File: src/rtl/id_decode_stage.sv
// RV32I decode stage: combinational decode of the incoming word, registered output
// with a one-entry skid buffer so in_ready depends only on local state.
module id_decode_stage #(
  parameter int PC_W     = 32,
  parameter bit EN_M     = 1'b0,
  parameter bit EN_FENCE = 1'b1
) (
  input  logic            clk,
  input  logic            rst,
  input  logic            flush,
  input  logic            in_valid,
  output logic            in_ready,
  input  logic [31:0]     in_inst,
  input  logic [PC_W-1:0] in_pc,
  output logic            out_valid,
  input  logic            out_ready,
  output logic [4:0]      rs1,
  output logic [4:0]      rs2,
  output logic [4:0]      rd,
  output logic [4:0]      ctl,
  output logic [3:0]      msg,
  output logic            mext,
  output logic [31:0]     imm,
  output logic [PC_W-1:0] pc,
  output logic            illegal,
  output logic            error_inst
);

  localparam logic [6:0] OPC_LUI    = 7'b0110111;
  localparam logic [6:0] OPC_AUIPC  = 7'b0010111;
  localparam logic [6:0] OPC_JAL    = 7'b1101111;
  localparam logic [6:0] OPC_JALR   = 7'b1100111;
  localparam logic [6:0] OPC_BRANCH = 7'b1100011;
  localparam logic [6:0] OPC_LOAD   = 7'b0000011;
  localparam logic [6:0] OPC_STORE  = 7'b0100011;
  localparam logic [6:0] OPC_OPIMM  = 7'b0010011;
  localparam logic [6:0] OPC_OP     = 7'b0110011;
  localparam logic [6:0] OPC_MISC   = 7'b0001111;
  localparam logic [6:0] OPC_SYSTEM = 7'b1110011;

  typedef struct packed {
    logic [4:0]      rs1;
    logic [4:0]      rs2;
    logic [4:0]      rd;
    logic [4:0]      ctl;
    logic [3:0]      msg;
    logic            mext;
    logic [31:0]     imm;
    logic [PC_W-1:0] pc;
    logic            illegal;
  } payload_t;

  payload_t dec, out_reg, skid_reg;
  logic     out_valid_q, skid_valid_q, error_q;
  logic     accept, deliver;

  logic [6:0]  opc, f7;
  logic [2:0]  f3;
  logic [31:0] imm_i, imm_s, imm_b, imm_u, imm_j, imm_sel;
  logic [4:0]  ctl_sel;
  logic        alt, bad, mext_sel;

  assign opc = in_inst[6:0];
  assign f3  = in_inst[14:12];
  assign f7  = in_inst[31:25];

  assign imm_i = {{20{in_inst[31]}}, in_inst[31:20]};
  assign imm_s = {{20{in_inst[31]}}, in_inst[31:25], in_inst[11:7]};
  assign imm_b = {{19{in_inst[31]}}, in_inst[31], in_inst[7], in_inst[30:25], in_inst[11:8], 1'b0};
  assign imm_u = {in_inst[31:12], 12'b0};
  assign imm_j = {{11{in_inst[31]}}, in_inst[31], in_inst[19:12], in_inst[20], in_inst[30:21], 1'b0};

  always_comb begin
    imm_sel  = '0;
    ctl_sel  = '0;
    alt      = in_inst[30];
    bad      = 1'b0;
    mext_sel = 1'b0;
    case (opc)
      OPC_LUI:    begin imm_sel = imm_u; ctl_sel = 5'b01001; end
      OPC_AUIPC:  begin imm_sel = imm_u; ctl_sel = 5'b10001; end
      OPC_JAL:    begin imm_sel = imm_j; ctl_sel = 5'b00001; end
      OPC_JALR: begin
        imm_sel = imm_i;
        ctl_sel = 5'b00001;
        bad     = (f3 != 3'b000);
      end
      OPC_BRANCH: begin
        imm_sel = imm_b;
        ctl_sel = 5'b00001;
        bad     = (f3[2:1] == 2'b01);
      end
      OPC_LOAD: begin
        imm_sel = imm_i;
        ctl_sel = 5'b00101;
        bad     = (f3 == 3'b011) || (f3[2:1] == 2'b11);
      end
      OPC_STORE: begin
        imm_sel = imm_s;
        ctl_sel = 5'b00011;
        bad     = (f3 > 3'b010);
      end
      OPC_OPIMM: begin
        // Only the shift-right group uses inst[30] as a real alt bit (srai vs srli)
        imm_sel = imm_i;
        ctl_sel = 5'b00001;
        alt     = (f3 == 3'b101) ? in_inst[30] : 1'b0;
        bad     = ((f3 == 3'b001) && (f7 != 7'b0000000)) ||
                  ((f3 == 3'b101) && (f7 != 7'b0000000) && (f7 != 7'b0100000));
      end
      OPC_OP: begin
        if (f7 == 7'b0000000) begin
          bad = 1'b0;
        end else if ((f7 == 7'b0100000) && ((f3 == 3'b000) || (f3 == 3'b101))) begin
          bad = 1'b0;
        end else if (EN_M && (f7 == 7'b0000001)) begin
          mext_sel = 1'b1;
        end else begin
          bad = 1'b1;
        end
      end
      OPC_MISC:   bad = !EN_FENCE;
      OPC_SYSTEM: bad = 1'b0;
      default:    bad = 1'b1;
    endcase
  end

  always_comb begin
    dec         = '0;
    dec.rs1     = in_inst[19:15];
    dec.rs2     = in_inst[24:20];
    dec.rd      = in_inst[11:7];
    dec.msg     = {alt, f3};
    dec.pc      = in_pc;
    dec.illegal = bad;
    if (!bad) begin
      dec.ctl  = ctl_sel;
      dec.mext = mext_sel;
      dec.imm  = imm_sel;
    end
  end

  assign in_ready = !skid_valid_q;
  assign accept   = in_valid && in_ready;
  assign deliver  = out_valid_q && out_ready;

  // The skid only fills while the output register is stalled, so it never
  // competes with a new accept when it drains.
  always_ff @(posedge clk) begin
    if (rst) begin
      out_valid_q  <= 1'b0;
      skid_valid_q <= 1'b0;
      out_reg      <= '0;
      skid_reg     <= '0;
      error_q      <= 1'b0;
    end else if (flush) begin
      out_valid_q  <= 1'b0;
      skid_valid_q <= 1'b0;
    end else begin
      if (accept && dec.illegal) begin
        error_q <= 1'b1;
      end
      if (!out_valid_q || deliver) begin
        if (skid_valid_q) begin
          out_reg      <= skid_reg;
          out_valid_q  <= 1'b1;
          skid_valid_q <= 1'b0;
        end else if (accept) begin
          out_reg     <= dec;
          out_valid_q <= 1'b1;
        end else begin
          out_valid_q <= 1'b0;
        end
      end else if (accept) begin
        skid_reg     <= dec;
        skid_valid_q <= 1'b1;
      end
    end
  end

  assign out_valid  = out_valid_q;
  assign error_inst = error_q;
  assign rs1        = out_reg.rs1;
  assign rs2        = out_reg.rs2;
  assign rd         = out_reg.rd;
  assign ctl        = out_reg.ctl;
  assign msg        = out_reg.msg;
  assign mext       = out_reg.mext;
  assign imm        = out_reg.imm;
  assign pc         = out_reg.pc;
  assign illegal    = out_reg.illegal;

endmodule

File: config.mk
export PLATFORM = sky130hd
export DESIGN_NAME = id_decode_stage
export DESIGN_NICKNAME = d
export VERILOG_FILES = /design/src/rtl/id_decode_stage.sv
export SDC_FILE = /design/constraint.sdc
export NUM_CORES = 1
export LEC_CHECK = 0
export CAP_MARGIN = 40
export CORE_ASPECT_RATIO = 0.5
export CORE_MARGIN = 2
export CORE_UTILIZATION = 57
export DETAILED_ROUTE_END_ITERATION = 10
export DONT_BUFFER_PORTS = 1
export GPL_TIMING_DRIVEN = 0
export PLACE_DENSITY = 0.75
export SLEW_MARGIN = 5
export SYNTH_ARGS = -nofsm -noshare
export SYNTH_HDL_FRONTEND = slang
export SYNTH_SLANG_ARGS = --single-unit
File: constraint.sdc
create_clock -name clk -period 1.88 [get_ports clk]
set_input_delay 0.188 -clock clk [delete_from_list [all_inputs] [get_ports clk]]
set_output_delay 0.188 -clock clk [all_outputs]
set_load 0.01 [all_outputs]
==> summary.md <==
| Metric | Value |
|---|---|
| Run status | complete, no violations |
| Clk_skew | 0.0102 ns |
| # Max-Cap Violations | 0 |
| Max H-tree Level | 4 |
| CP max stage cell | dfxtp_1 |
| Chip Width | 168 um |
| Final count of hold timing violations | 0 |
| GP Congestion | 0.913 |
| Placed cells | 1059 |
| Drt pass-1 iters | 5 |
| CP Class | reg2reg |
| Relative slew margins | 0.410 |
| Remaining DRCs | 0 |
| Crit path largest cell delay | 0.35 ns |
| Fin Hold WS | 0.00619 ns |
| Placed inst area | 7890 um2 |
| Row count | 29 |
| Main area contributors after synthesis | dfxtp_1 (47%), nand2_1 (7.0%), a21oi_1 (6.9%) |
| Count leader, synth | dfxtp_1 |
| Routed len/inst | 20.8 um |
| CP endpoint kind | flip-flop |
| Clk Latency, worst-skew pair | 0.43 ns |
| First-pass GRT wire length | 37000 um |
| Final ANT Viol Nets | 0 |
| Internal power | 6.07 mW |
| GRT overflow | 0 |
| Initial DRC Count | 623 |
| Detailed placer's ending HPWL | 16200 um |
| GRT busiest layer | met2 |
| Post-Syn Area | 7660 um2 |
| Crit start category | flip-flop |
| Min-delay worst type | in2reg |
| CP cell instances | nor2b_4 > or3_1 > clkbuf_1 > clkbuf_2 > a21oi_1 > o22ai_1 |
| Gr usage total | 0.328 |
| Layout cells sized above 1 | 0.122 |
| Crit path max fanout | 10 |
| Inserted Clock Buffers | 17 |
| Slew Viols, Final | 0 |
| Clock buffer depth | 2 |
| Worst-Margin Slew | 0.878 ns |
| GR Util met2 | 0.511 |
| Period minus WS final | 1.80 ns |
| Layout Nets | 1032 |
| Synthesis-stage register bit count | 181 |
| Unrepaired setup endpoints after global routing | false |
| Vias per cell | 6.32 |
| Switching power | 2.19 mW |
| Fmax | 557 MHz |
| Post-synth ARST share | 0 |
| Vias in the first global route | 6806 |
| Die extent in y | 86.0 um |
| Setup crit start | out_valid |
| Post-synth top cells | dfxtp_1 (181), nand2_1 (142), a21oi_1 (106) |
| Worst IR drop on VDD | 0.548 mV |
| Combinational Power Share | 0.079 |
| Flop pwr share | 0.489 |
| Hold Path Origin | in_pc[13] |
| Yosys warns | 0 |
| Final instance area | 9150 um2 |
| Worst path arrival time | 2.08 ns |
| Power share of the clock group | 0.432 |
| # diodes | 0 |
| Leak Pwr | 3.23 nW |
| Worst EP required | 2.17 ns |
| GR Layer Usage met1 | 0.431 |
| Die area | 14400 um2 |
| Setup violations, final | 0 |
| Core Area | 12900 um2 |
| Netlist cell types | 60 |
| Max reg flops | 89 |
| Cells after Synth | 887 |
| Initial core utilization | 0.595 |
| Post-synth EDFFs | 0 |
| Top-area cell type share of the netlist area | 0.473 |
| Area growth, synth to finish | 19.4% |
| Synth area leader | dfxtp_1 |
| Syn nets | 956 |
| Switch share | 0.265 |
| Tcrit/Tclk final | 0.955 |
| Clk root buf | clkbuf_16 |
| Pin count of the biggest net entering global routing | 19 |
| CTS Sinks | 181 |
| Routed WL | 23900 um |
| Top FF cell, synth | dfxtp_1 |
| Number of I/O pins | 162 |
| Post-Syn Area per Cell | 8.64 um2 |
| GR Util met3 | 0.114 |
| Reg2reg start | out_valid |
| Clock transition at path regs | 0.07 ns |
| Sequential area share after synthesis | 0.473 |
| Antenna violations before repair | 0 |
| Pwr/cell area | 904 nW/um2 |
| CTS tree | done |
| IO Port Bufs | 0 |
| Fin cells | 1146 |
| DR vias | 7247 |
cell type report:
cell class                      count  area, um2
Timing Repair Buffer               58        568
Clock inverter                     14        155
Clock buffer                       18        429
Tap cell                          170        213
Fill cell                         985       3740
Sequential cell                   181       3620
Inverter                            5       18.8
Multi-Input combinational cell    625       3740
Buffer                             75        393
metal layers:
| layer | vias up | share of wire |
|---|---|---|
| met5 | - | 0 |
| met4 | 0 | 0.020 |
| met3 | 57 | 0.12 |
| met2 | 407 | 0.44 |
| met1 | 3471 | 0.42 |
| li1 | 3312 | - |
metrics by stage:
| step | worst slack [ns] | util | TNS (ns) | total power, mW |
|---|---|---|---|---|
| detailed placement | -0.920 | 0.613 | -68.36 | 4.63 |
| global placement | -0.845 | 0.611 | -61.34 | 4.61 |
| finish | 0.0847 | 0.710 | 0 | 8.26 |
| global route | 0.00414 | 0.710 | 0 | 8.50 |
| CTS | -0.0110 | 0.706 | -0.0493 | 8.25 |
| floorplan | 0.0573 | - | 0 | 4.47 |
final timing paths:
check             slack (ns)           end  cells past startpoint
setup / recovery        0.08        imm[1]                      6
hold reg to reg         0.45  skid_reg[34]                      2
setup reg to reg        0.08        imm[1]                      6
hold / removal         0.006        pc[13]                      2
cell usage in the layout (no fill, tap or decap), types with 22 or more instances in the layout:
| cell | synthesis | layout |
|---|---|---|
| a211oi_1 | 54 | 54 |
| a21oi_1 | 106 | 106 |
| and3_1 | 30 | 30 |
| buf_2 | 8 | 22 |
| clkbuf_1 | 51 | 24 |
| dfxtp_1 | 181 | 181 |
| dlygate4sd3_1 | 0 | 53 |
| mux2i_1 | 51 | 51 |
| nand2_1 | 142 | 142 |
| nor2_1 | 73 | 69 |
| o21ai_0 | 30 | 30 |
| o22ai_1 | 22 | 22 |
power by group through the flow:
stage / combinational, mW / sequential, mW / clock (mW)
3_3_place_gp: 0.489 / 4.12 / 0
4_1_cts: 0.627 / 4.04 / 3.58
5_1_grt: 0.706 / 4.05 / 3.75
2_1_floorplan: 0.370 / 4.10 / 0
6_report: 0.654 / 4.04 / 3.57
3_5_place_dp: 0.502 / 4.13 / 0
cell families after synthesis:
| logic type | synth area share |
|---|---|
| and+or+nand+nor | 0.192 |
| AOI/OAI and AO/OA | 0.221 |
| DFF | 0.473 |
| buffers and inverters | 0.0459 |
| muxes | 0.0666 |
| xor gates and xnor gates | 0.00114 |
| other | 0.000489 |
what timing repair did:
action                                 in CTS  in global routing
gates resized for setup                    33                 50
hold buffers                               53                  0
endpoints found under the hold margin      91                  0
setup endpoints to repair                 176                145
setup buffers                               3                  0
pin swaps                                   3                  2
worst max-delay path: cells and delay by family, from the launching register on:
kind                   cells  cell delay (ns)
and+or+nand+nor            2             0.51
AOI/OAI and AO/OA          2             0.36
DFF                        1             0.35
buffers and inverters      2             0.44
Power figures use the tool's default switching activity.
